### config.mk
export PLATFORM = sky130hd
export DESIGN_NAME = traffic_light_sequencer_flat
export DESIGN_NICKNAME = d
export VERILOG_FILES = /design/src/rtl/traffic_light_sequencer_pkg.sv /design/src/rtl/traffic_light_sequencer_if.sv /design/src/rtl/traffic_light_sequencer_phase_timer.sv /design/src/rtl/traffic_light_sequencer.sv /design/src/flat_wrapper.sv
export SDC_FILE = /design/constraint.sdc
export NUM_CORES = 1
export LEC_CHECK = 0
export BUFFER_PORTS_ARGS = -buffer_cell sky130_fd_sc_hd__buf_2
export CAP_MARGIN = 20
export CORE_UTILIZATION = 47
export CTS_CLUSTER_SIZE = 10
export DETAILED_ROUTE_END_ITERATION = 10
export PLACE_DENSITY = 0.72
export SYNTH_ARGS = -nofsm -noshare
export SYNTH_HDL_FRONTEND = slang
export SYNTH_SLANG_ARGS = --single-unit
### constraint.sdc
create_clock -name clk -period 1.8 [get_ports clk]
set_input_delay 0.09 -clock clk [delete_from_list [all_inputs] [get_ports clk]]
set_output_delay 0.09 -clock clk [all_outputs]
set_load 0.005 [all_outputs]
### src/rtl/traffic_light_sequencer_pkg.sv
// Shared phase encoding, status-display codes and reload-value helper for the
// traffic light sequencer.
package traffic_pkg;

  typedef enum logic [1:0] {
    PhGreen  = 2'd0,
    PhYellow = 2'd1,
    PhAllRed = 2'd2,
    PhFlash  = 2'd3
  } phase_t;

  localparam logic [7:0] SEG_GREEN     = 8'b0111_0111;
  localparam logic [7:0] SEG_YELLOW    = 8'b0111_0110;
  localparam logic [7:0] SEG_ALL_RED   = 8'b0000_1110;
  localparam logic [7:0] SEG_FLASH_ON  = 8'b0111_0001;
  localparam logic [7:0] SEG_FLASH_OFF = 8'b0000_0000;

  // Counter reload value (duration - 1) for a phase; the caller truncates to
  // its counter width. ped selects the extended green.
  function automatic int unsigned dur_m1(input phase_t      ph,
                                         input logic        ped,
                                         input int unsigned green,
                                         input int unsigned ped_extra,
                                         input int unsigned yellow,
                                         input int unsigned allred,
                                         input int unsigned flash);
    int unsigned dur;
    unique case (ph)
      PhGreen:  dur = ped ? green + ped_extra : green;
      PhYellow: dur = yellow;
      PhAllRed: dur = allred;
      PhFlash:  dur = flash;
      default:  dur = 1;
    endcase
    return dur - 1;
  endfunction

endpackage

### src/rtl/traffic_light_sequencer_if.sv
// Controller-side bundle: timebase/request inputs and lamp/display outputs.
interface traffic_light_sequencer_if #(
  parameter int unsigned NUM_DIRS = 2
);
  import traffic_pkg::*;

  logic                tick_en;
  logic [NUM_DIRS-1:0] ped_req;
  logic                flash_mode;
  logic [NUM_DIRS-1:0] light_g;
  logic [NUM_DIRS-1:0] light_y;
  logic [NUM_DIRS-1:0] light_r;
  logic [1:0]          active_dir;
  logic                ped_walk;
  logic [7:0]          seg;

  modport master (
    output tick_en, ped_req, flash_mode,
    input  light_g, light_y, light_r, active_dir, ped_walk, seg
  );

  modport slave (
    input  tick_en, ped_req, flash_mode,
    output light_g, light_y, light_r, active_dir, ped_walk, seg
  );

endinterface

### src/rtl/traffic_light_sequencer_phase_timer.sv
// Loadable down-counter that steps on timebase strobes and flags the strobe
// that arrives while it already reads zero.
module phase_timer #(
  parameter int unsigned           CNT_W     = 8,
  parameter logic [CNT_W-1:0]      RESET_VAL = '0
) (
  input  logic             clk,
  input  logic             reset,
  input  logic             load,
  input  logic [CNT_W-1:0] load_val,
  input  logic             tick_en,
  output logic [CNT_W-1:0] count,
  output logic             expire
);

  logic [CNT_W-1:0] count_q;

  always_ff @(posedge clk or posedge reset) begin
    if (reset) begin
      count_q <= RESET_VAL;
    end else if (load) begin
      count_q <= load_val;
    end else if (tick_en && count_q != '0) begin
      count_q <= count_q - CNT_W'(1);
    end
  end

  assign count  = count_q;
  assign expire = tick_en & (count_q == '0);

endmodule

### src/rtl/traffic_light_sequencer.sv
// Round-robin intersection controller: green/yellow/all-red per approach, latched
// pedestrian walk with green extension, and a flashing-yellow night mode.
module traffic_light_sequencer
  import traffic_pkg::*;
#(
  parameter int unsigned NUM_DIRS        = 2,
  parameter int unsigned CNT_W           = 8,
  parameter int unsigned GREEN_TICKS     = 20,
  parameter int unsigned PED_EXTRA_TICKS = 10,
  parameter int unsigned YELLOW_TICKS    = 4,
  parameter int unsigned ALLRED_TICKS    = 2,
  parameter int unsigned FLASH_TICKS     = 5
) (
  input logic                        clk,
  input logic                        reset,
  traffic_light_sequencer_if.slave   bus
);

  localparam longint unsigned CntRange = 64'd1 << CNT_W;

  if (NUM_DIRS < 2 || NUM_DIRS > 4 ||
      GREEN_TICKS < 1 || YELLOW_TICKS < 1 || ALLRED_TICKS < 1 || FLASH_TICKS < 1 ||
      64'(GREEN_TICKS) + 64'(PED_EXTRA_TICKS) > CntRange ||
      64'(YELLOW_TICKS) > CntRange || 64'(ALLRED_TICKS) > CntRange ||
      64'(FLASH_TICKS) > CntRange) begin : g_bad_params
    $error("traffic_light_sequencer: parameter out of range");
  end

  function automatic logic [CNT_W-1:0] to_cnt(input int unsigned v);
    return CNT_W'(v);
  endfunction

  localparam logic [CNT_W-1:0] LdGreen    = to_cnt(dur_m1(PhGreen, 1'b0, GREEN_TICKS,
      PED_EXTRA_TICKS, YELLOW_TICKS, ALLRED_TICKS, FLASH_TICKS));
  localparam logic [CNT_W-1:0] LdGreenPed = to_cnt(dur_m1(PhGreen, 1'b1, GREEN_TICKS,
      PED_EXTRA_TICKS, YELLOW_TICKS, ALLRED_TICKS, FLASH_TICKS));
  localparam logic [CNT_W-1:0] LdYellow   = to_cnt(dur_m1(PhYellow, 1'b0, GREEN_TICKS,
      PED_EXTRA_TICKS, YELLOW_TICKS, ALLRED_TICKS, FLASH_TICKS));
  localparam logic [CNT_W-1:0] LdAllRed   = to_cnt(dur_m1(PhAllRed, 1'b0, GREEN_TICKS,
      PED_EXTRA_TICKS, YELLOW_TICKS, ALLRED_TICKS, FLASH_TICKS));
  localparam logic [CNT_W-1:0] LdFlash    = to_cnt(dur_m1(PhFlash, 1'b0, GREEN_TICKS,
      PED_EXTRA_TICKS, YELLOW_TICKS, ALLRED_TICKS, FLASH_TICKS));

  phase_t              phase_q, phase_d;
  logic [1:0]          dir_q, dir_d, next_dir;
  logic [NUM_DIRS-1:0] pending_q, pending_d, req_all, dir_oh, next_oh;
  logic                walk_q, walk_d;
  logic                flash_lit_q, flash_lit_d;
  logic                restart_q, restart_d;

  logic                tmr_load, tmr_expire;
  logic [CNT_W-1:0]    tmr_val, tmr_count;

  // One timer serves every phase, including the flash half-period.
  phase_timer #(
    .CNT_W     (CNT_W),
    .RESET_VAL (LdAllRed)
  ) u_timer (
    .clk      (clk),
    .reset    (reset),
    .load     (tmr_load),
    .load_val (tmr_val),
    .tick_en  (bus.tick_en),
    .count    (tmr_count),
    .expire   (tmr_expire)
  );

  always_ff @(posedge clk or posedge reset) begin
    if (reset) begin
      phase_q     <= PhAllRed;
      dir_q       <= '0;
      pending_q   <= '0;
      walk_q      <= 1'b0;
      flash_lit_q <= 1'b0;
      restart_q   <= 1'b1;
    end else begin
      phase_q     <= phase_d;
      dir_q       <= dir_d;
      pending_q   <= pending_d;
      walk_q      <= walk_d;
      flash_lit_q <= flash_lit_d;
      restart_q   <= restart_d;
    end
  end

  // restart_q forces the next green back to direction 0 (after reset or night mode).
  always_comb begin
    next_dir = (restart_q || dir_q == 2'(NUM_DIRS - 1)) ? 2'd0 : dir_q + 2'd1;
    next_oh  = NUM_DIRS'(1) << next_dir;
    dir_oh   = NUM_DIRS'(1) << dir_q;
    req_all  = pending_q | bus.ped_req;
  end

  always_comb begin
    phase_d     = phase_q;
    dir_d       = dir_q;
    pending_d   = req_all;
    walk_d      = walk_q;
    flash_lit_d = flash_lit_q;
    restart_d   = restart_q;
    tmr_load    = 1'b0;
    tmr_val     = LdAllRed;
    unique case (phase_q)
      PhGreen: begin
        if (bus.flash_mode || tmr_expire) begin
          phase_d  = PhYellow;
          walk_d   = 1'b0;
          tmr_load = 1'b1;
          tmr_val  = LdYellow;
        end
      end
      PhYellow: begin
        if (tmr_expire) begin
          phase_d  = PhAllRed;
          tmr_load = 1'b1;
          tmr_val  = LdAllRed;
        end
      end
      PhAllRed: begin
        if (tmr_expire) begin
          tmr_load = 1'b1;
          if (bus.flash_mode) begin
            phase_d     = PhFlash;
            flash_lit_d = 1'b1;
            tmr_val     = LdFlash;
          end else begin
            phase_d   = PhGreen;
            dir_d     = next_dir;
            restart_d = 1'b0;
            walk_d    = |(req_all & next_oh);
            pending_d = req_all & ~next_oh;
            tmr_val   = walk_d ? LdGreenPed : LdGreen;
          end
        end
      end
      PhFlash: begin
        if (!bus.flash_mode) begin
          phase_d   = PhAllRed;
          restart_d = 1'b1;
          tmr_load  = 1'b1;
          tmr_val   = LdAllRed;
        end else if (tmr_expire) begin
          flash_lit_d = ~flash_lit_q;
          tmr_load    = 1'b1;
          tmr_val     = LdFlash;
        end
      end
      default: ;
    endcase
  end

  always_comb begin
    bus.light_g  = '0;
    bus.light_y  = '0;
    bus.light_r  = '1;
    bus.ped_walk = 1'b0;
    bus.seg      = SEG_ALL_RED;
    unique case (phase_q)
      PhGreen: begin
        bus.light_g  = dir_oh;
        bus.light_r  = ~dir_oh;
        bus.ped_walk = walk_q;
        bus.seg      = SEG_GREEN;
      end
      PhYellow: begin
        bus.light_y = dir_oh;
        bus.light_r = ~dir_oh;
        bus.seg     = SEG_YELLOW;
      end
      PhAllRed: ;
      PhFlash: begin
        bus.light_r = '0;
        bus.light_y = {NUM_DIRS{flash_lit_q}};
        bus.seg     = flash_lit_q ? SEG_FLASH_ON : SEG_FLASH_OFF;
      end
      default: ;
    endcase
  end

  assign bus.active_dir = dir_q;

  // A green without walk never holds more than its own reload value.
  always_ff @(posedge clk) begin
    if (!reset && phase_q == PhGreen && !walk_q) begin
      assert (tmr_count <= LdGreen);
    end
  end

endmodule

### src/flat_wrapper.sv
// flat-port wrapper written by rule: the top's interface ports become plain ports
module traffic_light_sequencer_flat import traffic_pkg::*;
#(
  parameter int unsigned NUM_DIRS        = 2,
  parameter int unsigned CNT_W           = 8,
  parameter int unsigned GREEN_TICKS     = 20,
  parameter int unsigned PED_EXTRA_TICKS = 10,
  parameter int unsigned YELLOW_TICKS    = 4,
  parameter int unsigned ALLRED_TICKS    = 2,
  parameter int unsigned FLASH_TICKS     = 5
)
  (clk, reset, bus_tick_en, bus_ped_req, bus_flash_mode, bus_light_g, bus_light_y, bus_light_r, bus_active_dir, bus_ped_walk, bus_seg);
  traffic_light_sequencer_if #(.NUM_DIRS(NUM_DIRS)) bus_i ();
  input logic clk;
  input logic reset;
  input wire logic [$bits(bus_i.tick_en)-1:0] bus_tick_en;
  input wire logic [$bits(bus_i.ped_req)-1:0] bus_ped_req;
  input wire logic [$bits(bus_i.flash_mode)-1:0] bus_flash_mode;
  output wire logic [$bits(bus_i.light_g)-1:0] bus_light_g;
  output wire logic [$bits(bus_i.light_y)-1:0] bus_light_y;
  output wire logic [$bits(bus_i.light_r)-1:0] bus_light_r;
  output wire logic [$bits(bus_i.active_dir)-1:0] bus_active_dir;
  output wire logic [$bits(bus_i.ped_walk)-1:0] bus_ped_walk;
  output wire logic [$bits(bus_i.seg)-1:0] bus_seg;
  assign bus_i.tick_en = bus_tick_en;
  assign bus_i.ped_req = bus_ped_req;
  assign bus_i.flash_mode = bus_flash_mode;
  assign bus_light_g = bus_i.light_g;
  assign bus_light_y = bus_i.light_y;
  assign bus_light_r = bus_i.light_r;
  assign bus_active_dir = bus_i.active_dir;
  assign bus_ped_walk = bus_i.ped_walk;
  assign bus_seg = bus_i.seg;
  traffic_light_sequencer #(.NUM_DIRS(NUM_DIRS), .CNT_W(CNT_W), .GREEN_TICKS(GREEN_TICKS), .PED_EXTRA_TICKS(PED_EXTRA_TICKS), .YELLOW_TICKS(YELLOW_TICKS), .ALLRED_TICKS(ALLRED_TICKS), .FLASH_TICKS(FLASH_TICKS)) u_core (.clk(clk), .reset(reset), .bus(bus_i));
endmodule
==> run metrics, run 1 <==
dpl ws -0.166 ns; CTS tree done; Final Setup Violations 17; final worst setup slack -0.224 ns; period utilization 112%; Die W 54.5 um; Hold WC Path Type in2reg; # diodes 0; crit end category register; first-pass GRT wire length 5.71 mm; skew final 0.0125 ns; area of placed instances between 1500 and 2000 um^2; Distinct cells, synth 46; Synthesis Warnings 0; Placed Instances 232; RSZ-0062 raised after global routing true; die area 2970 um^2; largest net degree at the start of global routing 18; min Tclk post-route 2.02 ns; post-synthesis sequential area ratio 33.2%; Max Cap Viol 0; Nets 231; clock buffers created by TritonCTS 3; clock root buffer clkbuf_4; Max Root-Sink Buffers 2; internal power 1.99 mW; startpoint types register; commonest non-fill, non-tap cell in the layout buf_4; slew at the pin with the worst max-slew slack 0.699 ns; DP HPWL roughly 2.4 mm; starting density of the core 50.8%; WHS 0.0686 ns; Sw Ratio 44.6%; GRT Residual Overflow 0; initial DRC count 41; Synth Register Bits 17; ys flop type dfrtp_1; Levels on crit path 6; I/O pins 23; Cells after Synth 155; critical path type reg2reg; Clock Latency Late Sink approximately 0.31 ns; Critical Path RT 2.01 ns; Slowest-stage cell, CP or4_4; final std cells w/o fill 245; Core ar. 2540 um^2; max_slew headroom 53.3%; DRC viols 0; Final Hold Vio Count 0; Final GP Congestion roughly 0.91; pwr dens 1840 nW/um^2; Pre-Repair DR Iteration Count 6; failing checks negative setup slack; clock sinks 17; Reg2Reg Depth 6; crit-path cells or4_4 -> o41a_4 -> nand3_2 -> or3_4 -> xor2_2 -> nor2_1; die height 54.5 um; GRT Util Overall 27.5%; Post-synth EDFFs 0; fillers 172; syn nets 170; Peak VDD IR 1.38 mV; Total Power 3.58 mW; DRT Wirelength between 3 and 4 mm; H-tree Lvls 1; Crit path max-delay family simple AND/OR/NAND/NOR gates; fin. max-slew vios 0; CP Max Fanout 6; cell row count 18; Area growth syn-to-layout 50.9%; multi-input logic area about 920 um^2; ys async rst share 100%; initial antenna violation count 0; vias post-DR 1378; hold path depth 3; Reg power frac 19.1%; FF+latch area 429 um^2; top cells by area, synth dfrtp_1, ha_1, dfstp_2; Psw between 1.5 and 2 mW; Routed WL per cell 15.7 um; Combinational Power Share about three quarters; post-route setup TNS -2.18 ns; status finished, violations left; Port-buffer cells 21; layout cell share with drive strength beyond 1 51.2%; Design Area, Final a little under 2000 um^2; Reg clk slew, reported paths 0.13 ns; DRT antenna net count 0; Data arrival, critical path 2.23 ns; Leak Pwr 0.912 nW; vias in the first global route between 1k and 1.5k; clock share of power 6.4%; max incr delay on CP 0.59 ns; Mapped Area about 1300 um^2; WP buf/inv 0; fin util 76.7%; top achievable clock speed 0.494 GHz; Yosys top cell area share 27.1%; Avg Inst Size Synth 8.35 um^2; vias per cell ~5.6; commonest cells after routing, fill and taps aside buf_4, buf_2, nor2_1; Yosys top cell by area dfrtp_1
-- cell type report --
| type | count | area share (%) |
|---|---|---|
| multi-input combinational | 115 | 47.4 |
| tap | 30 | 1.92 |
| clock buffer | 3 | 1.15 |
| inverter | 13 | 2.50 |
| clock inverter | 1 | 0.256 |
| timing repair buffer | 66 | 24.8 |
| sequential | 17 | 22.0 |
-- flip-flops by register name, indices dropped and copies added, names as in the netlist --
signal and count:
u_core.u_timer.count 8, u_core.flash_lit_q 1, u_core.phase_q 2, u_core.walk_q 1, u_core.bus.active_dir 2, u_core.pending_q 2, u_core.restart_q 1
-- worst min-delay path: cells and delay by family --
kind / cells / cell delay, ns
AO/OA/AOI/OAI: 1 / 0.13
buffers and inverters: 1 / 0.08
AND/OR/NAND/NOR: 1 / 0.04
-- per-layer routing --
| layer | routed length [um] | global-route usage [%] | up-vias |
|---|---|---|---|
| li1 | - | - | 641 |
| met4 | 97 | 14.1 | 0 |
| met3 | 151 | 3.06 | 10 |
| met5 | 0 | 0 | - |
| met1 | 1650 | 34.3 | 674 |
| met2 | 1960 | 46.3 | 53 |
-- power groups by stage --
stage | Clock [mW] | Sequential [mW] | Combinational, mW
6_report | 0.228 | 0.684 | 2.67
3_5_place_dp | 0 | 0.664 | 2.06
2_1_floorplan | 0 | 0.675 | 1.25
4_1_cts | 0.230 | 0.662 | 2.37
3_3_place_gp | 0 | 0.655 | 2.01
5_1_grt | 0.248 | 0.697 | 2.88
-- kinds of logic (layout without fill, tap and decap cells) --
logic type      after synthesis  in the layout  share of synthesized area [%]
compound gates               39             39                           21.0
xor+xnor                      6              6                           4.06
fa+ha+maj                     9              9                           8.70
buf+inv                      23             83                           8.41
flops                        17             17                           33.2
mux                           2              2                           1.55
other cells                   1              1                          0.290
simple gates                 58             58                           22.8
-- final timing paths --
path,slack (ns),from,end
max,-0.22,u_core.u_timer.count[2],u_core.u_timer.count[7]
min,0.07,bus_ped_req[0],u_core.pending_q[0]
max reg2reg,-0.22,u_core.u_timer.count[2],u_core.u_timer.count[7]
min reg2reg,0.55,u_core.walk_q,u_core.walk_q
max in group asynchronous,0.93,reset,u_core.flash_lit_q
min in group asynchronous,0.42,reset,u_core.pending_q[0]
-- cells in the mapped netlist, types with 2 or more instances --
master,n
nor2_1,19
a21oi_1,14
dfrtp_1,14
nand2_1,14
inv_1,13
ha_1,9
o21ai_1,6
clkbuf_1,5
xor2_1,5
buf_4,4
nand3_1,4
a31oi_1,3
and2_1,3
dfstp_2,3
nor3_1,3
mux2i_1,2
nand2_2,2
nor2_4,2
o21ai_0,2
or2_1,2
-- repair_timing --
| item | 4_1_cts | 5_1_grt |
|---|---|---|
| setup buffers | 5 | 3 |
| resized for setup | 16 | 21 |
| pin swaps | 16 | 11 |
| endpoints found under the setup margin | 20 | 23 |
| hold buffers | 1 | 0 |
| hold endpoints to repair | 14 | 0 |
(Power assumes the default switching activity.)
==> run 2, diff against run 1 <==
Settings changed: CTS_BUF_LIST set to sky130_fd_sc_hd__clkbuf_8, REMOVE_ABC_BUFFERS set to 1.
==> run 2 against run 1 <==
Effect of this change: the run still ends with negative setup slack left; sequential share of layout area grew 1.3 points; fmax grew 3.1%; worst hold slack gained 0.059 ns; register-to-register slack gained 0.06 ns; flip-flop and latch count is the same; routed wire length shrank 9.0%; clock skew shrank 0.010 ns; first-iteration DRC count shrank 27%; sequential power shrank 3.1%; die area is the same; design area shrank 5.4%; critical path depth grew 1.
==> run metrics, run 2 (synthesis gave the netlist of run 1 again) <==
Design Area, Final ~1800 um^2; DRC viols 0; status finished, violations left; fin util between 70% and 80%; Area growth syn-to-layout 42.6%; GRT Residual Overflow 0; hold path depth 3; Data arrival, critical path 2.11 ns; max_slew headroom a little over half; Critical Path RT 1.94 ns; Die W 54.5 um; Reg2Reg Depth 7; vias in the first global route about 1.2k; Peak VDD IR 1.19 mV; I/O pins 23; CTS tree done; die area 2970 um^2; H-tree Lvls 1; die height 54.5 um; Reg clk slew, reported paths 0.07 ns; initial DRC count 30; RSZ-0062 raised after global routing true; starting density of the core between 50 and 60%; worst r2r src u_core.u_timer.count[1]; cell row count 18; Placed Instances 226; clock root buffer clkbuf_8; vias per cell ~5.4; clock sinks 17; skew final 0.00245 ns; fin. max-slew vios 0; Core ar. 2540 um^2; final worst setup slack -0.164 ns; failing checks negative setup slack; Routed WL per cell 14.5 um; slew at the pin with the worst max-slew slack about 0.7 ns; Clock Latency Late Sink around 0.26 ns; reg2reg setup slack -0.16 ns; Nets roughly 230; layout cell share with drive strength beyond 1 about 46%; clock buffers created by TritonCTS 3; Final Setup Violations 17; worst hold start bus_ped_req[0]; startpoint types register; min Tclk post-route 1.96 ns; Leak Pwr 0.881 nW; area of placed instances 1600 um^2; pwr dens 1800 nW/um^2; final std cells w/o fill 241; vias post-DR about 1.3k; DRT Wirelength 3.51 mm; # diodes 0; crit end category register; GRT Util Overall between 20% and 30%; commonest cells after routing, fill and taps aside buf_4, buf_2, nor2_1; Port-buffer cells 21; Max Cap Viol 0; DP HPWL roughly 2.4 mm; number of flip-flops in the largest register 8; critical path type reg2reg; period utilization 109%; Worst Hold Path EP u_core.pending_q[0]; top achievable clock speed 0.509 GHz; commonest non-fill, non-tap cell in the layout buf_4; capture point of the worst reg-to-reg path u_core.u_timer.count[1]; initial antenna violation count 0; Hold WC Path Type in2reg; Total Power 3.32 mW; first-pass GRT wire length approximately 5.5 mm; CP Max Fanout 4; Final GP Congestion 0.856; Pre-Repair DR Iteration Count 4; Final Hold Vio Count 0; Max Root-Sink Buffers 2; largest net degree at the start of global routing 18; DRT antenna net count 0
## run 2: cell type report
type,count,area (um^2)
multi-input cells,115,860
fillers,188,699
flip-flops and latches,17,430
repair buffers,62,423
inverters,13,48.8
clock buffers,3,41.3
well taps,30,37.5
clock inverters,1,5.00
## run 2: critical path: stages (launching register included)
cell       delay [ns]
dfrtp_1          0.40
inv_2            0.09
ha_4             0.13
or4bb_4          0.50
nor2_4           0.17
a21oi_1          0.13
a2111oi_4        0.33
o21ai_1          0.10
## run 2: repair_timing
| action | CTS | global route |
|---|---|---|
| pin swaps | 10 | 11 |
| gates cloned | 0 | 0 |
| resized for setup | 17 | 8 |
| setup endpoints to repair | 19 | 21 |
| endpoints found under the hold margin | 14 | 0 |
| setup buffers | 10 | 0 |
| hold buffers | 1 | 0 |
## run 2: routing by layer
metal | vias to the layer above | GRT usage, % | share of wire, %
met4 | 0 | 12.8 | 2.3
met5 | - | 0 | 0
met2 | 38 | 40.9 | 46
li1 | 637 | - | -
met3 | 11 | 4.44 | 4.0
met1 | 606 | 35.8 | 48
## run 2: worst max-delay path by stage
| stage | from | endpoint | slack, ns |
|---|---|---|---|
| after detailed placement | u_core.u_timer.count[1] | u_core.u_timer.count[3] | -0.23 |
| after floorplan | u_core.phase_q[1] | u_core.u_timer.count[3] | -0.16 |
| after global placement | u_core.u_timer.count[1] | u_core.u_timer.count[1] | -0.13 |
| after global routing | u_core.u_timer.count[1] | u_core.u_timer.count[3] | -0.26 |
| final | u_core.u_timer.count[1] | u_core.u_timer.count[1] | -0.16 |
| after CTS | u_core.u_timer.count[1] | u_core.u_timer.count[3] | -0.14 |
## run 2: report_power, final
group | total [mW] | switching (mW) | internal [mW]
sequential | 0.663 | 0.108 | 0.555
combinational | 2.36 | 1.20 | 1.15
clock | 0.305 | 0.151 | 0.154
total | 3.32 | 1.46 | 1.86
## run 2: metrics by stage
step	hold slack, ns	TNS (ns)	setup WS (ns)
final	0.127	-1.67	-0.164
after CTS	0.152	-1.22	-0.140
after floorplan	0.0139	-0.715	-0.156
after global placement	0.224	-0.908	-0.128
after global routing	0.163	-2.80	-0.255
after detailed placement	0.225	-1.97	-0.229
